===== config.mk =====
export PLATFORM = sky130hd
export DESIGN_NAME = alu_wb_stage
export DESIGN_NICKNAME = d
export VERILOG_FILES = /design/src/rtl/alu_pkg.sv /design/src/rtl/sat_counter.sv /design/src/rtl/alu_wb_stage.sv
export SDC_FILE = /design/constraint.sdc
export NUM_CORES = 1
export LEC_CHECK = 0
export ABC_AREA = 1
export CORE_AREA = 5 5 77 79
export DETAILED_ROUTE_END_ITERATION = 10
export DIE_AREA = 0 0 82 84
export SYNTH_ARGS = -nofsm -noshare
export SYNTH_HDL_FRONTEND = slang
export SYNTH_SLANG_ARGS = --single-unit

===== constraint.sdc =====
create_clock -name clk -period 1.8 [get_ports clk]
set_input_delay 0.27 -clock clk [delete_from_list [all_inputs] [get_ports clk]]
set_output_delay 0.27 -clock clk [all_outputs]
set_load 0.01 [all_outputs]

===== src/rtl/alu_pkg.sv =====
// rtl/alu_pkg.sv - shared types and defaults for the ALU writeback stage
package alu_pkg;

    localparam int DW_DEF = 8;
    localparam int AW_DEF = 3;

    // Architectural flag register contents.
    typedef struct packed {
        logic sc;
        logic pari;
        logic zero;
    } flags_t;

    // One-entry writeback buffer occupancy.
    typedef enum logic {
        BUF_EMPTY = 1'b0,
        BUF_FULL  = 1'b1
    } buf_state_t;

endpackage


===== src/rtl/sat_counter.sv =====
// rtl/sat_counter.sv - saturating up-counter
//
// Ports:
//   clk      in   rising-edge clock
//   reset_n  in   asynchronous active-low reset, clears the count
//   inc      in   add one this cycle (ignored once the count is all ones)
//   count    out  current count, CNTW bits
module sat_counter #(
    parameter int CNTW = 16
) (
    input  logic            clk,
    input  logic            reset_n,
    input  logic            inc,
    output logic [CNTW-1:0] count
);

    always_ff @(posedge clk or negedge reset_n) begin
        if (!reset_n) begin
            count <= '0;
        end else if (inc && (count != {CNTW{1'b1}})) begin
            count <= count + CNTW'(1);
        end
    end

endmodule


===== src/rtl/alu_wb_stage.sv =====
// rtl/alu_wb_stage.sv - execute-to-writeback register with flags and retire count
//
// Holds one ALU result until the register file accepts it, owns the
// architectural SC/PARI/ZERO flags and counts retired instructions.
// Optional macro ALU_WB_FWD_EN exposes the pending write on fwd_* for bypass;
// without it fwd_* are tied to zero.
//
// Ports:
//   clk, reset_n                 clock, asynchronous active-low reset
//   ex_valid/ex_ready            ALU result handshake (ex_ready combinational)
//   ex_rslt, ex_sc, ex_pari,
//   ex_zero                      ALU outputs
//   ex_rf_we, ex_waddr           register write enable and destination
//   ex_flag_we                   instruction updates the flags
//   wb_valid/wb_ready            register-file write handshake
//   wb_waddr, wb_wdata           pending write address and data
//   flag_sc, flag_pari,
//   flag_zero                    stored flags (flag_sc feeds ALU sc_i)
//   retire_cnt                   saturating retired-instruction count
//   fwd_valid, fwd_addr,
//   fwd_data                     bypass view of the pending write
module alu_wb_stage
    import alu_pkg::*;
#(
    parameter int DW   = DW_DEF,
    parameter int AW   = AW_DEF,
    parameter int CNTW = 16
) (
    input  logic            clk,
    input  logic            reset_n,
    input  logic            ex_valid,
    output logic            ex_ready,
    input  logic [DW-1:0]   ex_rslt,
    input  logic            ex_sc,
    input  logic            ex_pari,
    input  logic            ex_zero,
    input  logic            ex_rf_we,
    input  logic [AW-1:0]   ex_waddr,
    input  logic            ex_flag_we,
    output logic            wb_valid,
    input  logic            wb_ready,
    output logic [AW-1:0]   wb_waddr,
    output logic [DW-1:0]   wb_wdata,
    output logic            flag_sc,
    output logic            flag_pari,
    output logic            flag_zero,
    output logic [CNTW-1:0] retire_cnt,
    output logic            fwd_valid,
    output logic [AW-1:0]   fwd_addr,
    output logic [DW-1:0]   fwd_data
);

    buf_state_t state;
    buf_state_t next_state;
    flags_t     flags;
    logic       accept;
    logic       load;

    // A draining entry frees the slot in the same cycle, so a full buffer
    // can still take a new result while the register file accepts the old one.
    assign ex_ready = (state == BUF_EMPTY) || wb_ready;
    assign accept   = ex_valid && ex_ready;
    assign load     = accept && ex_rf_we;

    always_ff @(posedge clk or negedge reset_n) begin
        if (!reset_n) begin
            state <= BUF_EMPTY;
        end else begin
            state <= next_state;
        end
    end

    always_comb begin
        next_state = state;
        if (load) begin
            next_state = BUF_FULL;
        end else if (wb_ready) begin
            next_state = BUF_EMPTY;
        end
    end

    // Payload only moves on a load, so a stalled write holds address and data.
    always_ff @(posedge clk or negedge reset_n) begin
        if (!reset_n) begin
            wb_waddr <= '0;
            wb_wdata <= '0;
        end else if (load) begin
            wb_waddr <= ex_waddr;
            wb_wdata <= ex_rslt;
        end
    end

    always_ff @(posedge clk or negedge reset_n) begin
        if (!reset_n) begin
            flags <= '0;
        end else if (accept && ex_flag_we) begin
            flags <= '{sc: ex_sc, pari: ex_pari, zero: ex_zero};
        end
    end

    sat_counter #(
        .CNTW (CNTW)
    ) u_retire_cnt (
        .clk     (clk),
        .reset_n (reset_n),
        .inc     (accept),
        .count   (retire_cnt)
    );

    assign wb_valid  = (state == BUF_FULL);
    assign flag_sc   = flags.sc;
    assign flag_pari = flags.pari;
    assign flag_zero = flags.zero;

`ifdef ALU_WB_FWD_EN
    assign fwd_valid = wb_valid;
    assign fwd_addr  = wb_waddr;
    assign fwd_data  = wb_wdata;
`else
    assign fwd_valid = 1'b0;
    assign fwd_addr  = '0;
    assign fwd_data  = '0;
`endif

endmodule

# == Yosys cells after proc, flatten, opt, wreduce, memory -nomap -nowiden ==
# Cells that the tools add are included.
# totals
reg_bits,31
output_inout_bits,44
word_cells,18
# op_classes
addsub,1
n_eq_ne,1
mux,2
n_bitwise,1
n_reduce_logical,6
# ops
op,n
$add 16x1->16 const B,1
$ne 16x16->1 const B,1
$logic_and 1x1->1,4
$mux 1,2
$reduce_bool 2->1,1
$logic_or 1x1->1,1
$not 1->1,1

# == Logic depth before layout (Yosys ltp) ==
# logic_depth
word_depth,5
ltp_mapped,9
ltp_nobuf,8

# == Modules after synthesis ==
# From an unflattened synthesis, not the netlist that was laid out.
# hier_totals
hier_cells,230
hier_area_um2,1825.5
# by_module_without_submodules
module,instances,cells_each,area_each_um2,seq_area_each_um2
sat_counter,1,149,1058.5,400.4
alu_wb_stage,1,81,767.0,375.4

# == Worst setup path before layout ==
# OpenSTA, ideal clock, no wires.
# synth_timing
path_type,reg2reg
start,register u_retire_cnt.count[0]
end,register u_retire_cnt.count[6]
setup_time_ps,123
t_arrival_ps,1395
slack_ps,282
path_stages_with_launch,10
n_path_buf,1
synth_period_minus_slack_ps,1518
cell_sequence,dfrtp_1 -> ha_1 -> nand3_2 -> inv_2 -> nand2_4 -> nor2_8 -> nor2_8 -> buf_6 -> nand2_1 -> nand2_1
# synth_via
elab_chain_len,2
# synth_rtl
element,line,source
start: declaration,sat_counter.sv:14,output logic [CNTW-1:0] count
start signal: assignment,sat_counter.sv:21,count <= count + CNTW'(1);
branches (longest 2 deep; another with $add 16x1->16),--,
# Parallel ways; which one is timed is not known.
# A chain may end at the register's enable or synchronous reset.

# == Final worst setup path ==
# layout_timing
start,input wb_ready
end,output ex_ready
# layout_via
elab_chain_len,1
# layout_rtl
element,line,source
start: declaration,alu_wb_stage.sv:41,"input logic wb_ready,"
$logic_or 1x1->1,alu_wb_stage.sv:61,assign ex_ready = (state == BUF_EMPTY) || wb_ready;
end: declaration,alu_wb_stage.sv:32,"output logic ex_ready,"
# Every way passes these cells.

==> run summary <==
Via count: 1570
Max cap viols: 0
Post-route ant nets: 0
Tmin final: 1.66 ns
Root Buffer: clkbuf_8
Core ar.: 5270 um2
Pins Over Slew Limit: 0
Setup TNS: 0 ns
Layout cells sized above 1: 0.106
Pwr Density: 969 nW/um2
Pre-antenna DRT Iters: 4
Synth unique cells: 23
Synthesis-to-finish area growth: 38.9%
Leakage power: 0.00116 uW
Comb pwr share: 0.296
Worst IR Drop VDD: 646 uV
Worst Setup Start Kind: input pin
Total Wirelength: 4360 um
Crit path cell chain: clkdlybuf4s50_1, inv_2, nand2_1, clkdlybuf4s50_1
Synth top area share: 0.444
P_int: 1600 uW
Detailed Route Iter0 Violations: 66
Sequential group share of total power: 0.406
Worst Skew: 0.00691 ns
Critical path's largest stage delay: 0.54 ns
Routed vias/inst: 4.44
Crit Path Class: in2out
Mapped Avg Cell Area: 7.83 um2
Final-report setup violation count: 0
Signal arrival time at the worst endpoint: 1.39 ns
Die Ht: 84 um
Clk_lat worst skew: 0.29 ns
Layout Cells excl Fill: 354
Total placed cells including tap cells: 346
Initial antenna violation count: 0
Io pins: 64
Clock transition at path regs: 0.07 ns
Placement row count: 27
Synth Instances: 223
EDFF count, synth: 0
GRT overflow: 0
Sequential area share after synthesis: 0.444
Gpl congestion: 0.800
Switching Share: 0.319
Full die area: 6890 um2
Count leader, synth: nand2_1
Antenna diode count: 0
Largest area contributor in the netlist: dfrtp_1
First-pass GRT wire length: 7320 um
Req. time, crit path: 1.53 ns
Nets: 302
Setup crit end kind: output port
Final Cycle Share: 0.924
Critical path's slowest cell: clkdlybuf4s50_1
Num CTS Buffers: 5
# H-tree levels: 2
Leading cell types by count after synthesis: 78 x nand2_1, 31 x dfrtp_1, 21 x nand3_1
Final hold violation count: 0
Vias in the first global route: 1561
CTS Sinks: 31
Detail Placement HPWL: 3170 um
Switch Pwr: 749 uW
Power share of the clock group: 0.298
Flop-to-flop setup slack: 0.26 ns
Yosys warnings: 0
TritonCTS clock tree: done
Die X: 82 um
CTS resizes: 0
Synthesized flop and latch total: 31
Largest net degree at the start of global routing: 32
Post-CTS setup buffers: 0
Starting Density: 0.331
Critical path peak fanout: 2
Max clock buf depth: 2
PortBufs: 51
Fraction of registers with async set/reset: 1.00
Hold crit path type: in2async
Cts hold-fix bufs: 0
Main synth FF type: dfrtp_1
Outcome: completed
Cell area after synthesis: 1750 um2
Wire per inst: 12.3 um
DRC: 0
Unrepaired setup endpoints after global routing: false
Synth area leaders: dfrtp_1 44%, nand2_1 17%, nand3_1 6.0%
GRT Overall Usage: 0.138
FMAX: 601 MHz
Most common cell on crit path: clkdlybuf4s50_1
area by class of cell:
class                   count  area (um2)
fillers                   554        2840
repair buffers             56         548
well taps                  72        90.1
clock inverters             3        43.8
clock buffers               5        68.8
flip-flops and latches     31         776
multi-input cells         169         832
inverters                  18        67.6
power by group through the flow:
| stage | Combinational [uW] | Clock, uW | Sequential (uW) |
|---|---|---|---|
| 2_1_floorplan | 278 | 0 | 1010 |
| 3_3_place_gp | 695 | 0 | 968 |
| 3_5_place_dp | 703 | 0 | 965 |
| 4_1_cts | 708 | 720 | 955 |
| 5_1_grt | 765 | 749 | 975 |
| 6_report | 695 | 701 | 954 |
layer usage:
metal / wire length, um / GRT usage / share of wire / vias up
li1: - / - / - / 804
met1: 1940 / 0.178 / 0.45 / 723
met2: 2100 / 0.214 / 0.48 / 35
met3: 223 / 0.0389 / 0.051 / 8
met4: 93 / 0.0589 / 0.021 / 0
met5: 0 / 0 / 0 / -
placed cells by master, fill, tap and decap left out:
cell type	synthesis	final
a21oi_4	1	1
buf_4	12	5
bufinv_16	0	1
clkbuf_8	0	5
clkdlybuf4s50_1	0	51
clkinv_2	0	1
clkinv_4	0	1
conb_1	1	12
dfrtp_1	31	31
ha_1	1	1
inv_1	15	15
inv_2	3	3
nand2_1	78	78
nand2_2	2	2
nand2_4	1	1
nand3_1	21	21
nand3_2	5	5
nand4_1	5	5
nor2_1	15	15
nor2_2	2	2
nor2_8	2	2
o21ai_0	13	13
o21ai_1	4	4
o21ai_2	1	1
xnor2_1	1	1
xor2_1	5	5
flip-flops by register name, indices dropped and copies added (netlist names):
name and cells:
wb_valid 1, wb_waddr 3, wb_wdata 8, flag_pari 1, flag_zero 1, flag_sc 1
u_retire_cnt.count 16
logic make-up (layout without fill, tap and decap cells):
group | count (synthesis) | count (layout) | share of synthesized area
flops | 31 | 31 | 0.444
compound gates | 19 | 19 | 0.0630
fa+ha+maj | 1 | 1 | 0.00716
simple gates | 131 | 131 | 0.350
xor+xnor | 6 | 6 | 0.0301
other cells | 1 | 12 | 0.00215
buf+inv | 34 | 82 | 0.103
final timing paths:
| check | from | to | cells past startpoint |
|---|---|---|---|
| setup / recovery | wb_ready | ex_ready | 4 |
| hold / removal | reset_n | u_retire_cnt.count[15]$_DFFE_PN0P_ | 2 |
| setup reg to reg | u_retire_cnt.count[1]$_DFFE_PN0P_ | u_retire_cnt.count[11]$_DFFE_PN0P_ | 8 |
| hold reg to reg | flag_zero$_DFFE_PN0P_ | flag_zero$_DFFE_PN0P_ | 2 |
| max in group asynchronous | reset_n | u_retire_cnt.count[14]$_DFFE_PN0P_ | 2 |
| min in group clk | flag_zero$_DFFE_PN0P_ | flag_zero$_DFFE_PN0P_ | 2 |
metrics by stage:
| step | setup slack [ns] | cell area (um2) | hold WS, ns | power (uW) | utilization |
|---|---|---|---|---|---|
| after global placement | 0.134 | 2310 | 0.455 | 1660 | 0.439 |
| after CTS | 0.131 | 2430 | 0.396 | 2380 | 0.460 |
| after floorplan | 0.282 | 1790 | -0.0256 | 1280 | - |
| after global routing | 0.0974 | 2430 | 0.436 | 2490 | 0.460 |
| after detailed placement | 0.138 | 2310 | 0.458 | 1670 | 0.439 |
| final | 0.137 | 2430 | 0.380 | 2350 | 0.460 |
critical path, delay by kind of cell:
family,cells,cell delay (ns)
simple gates,1,0.07
buf+inv,3,1.06
Note: power is estimated with default switching activity, not from simulation.
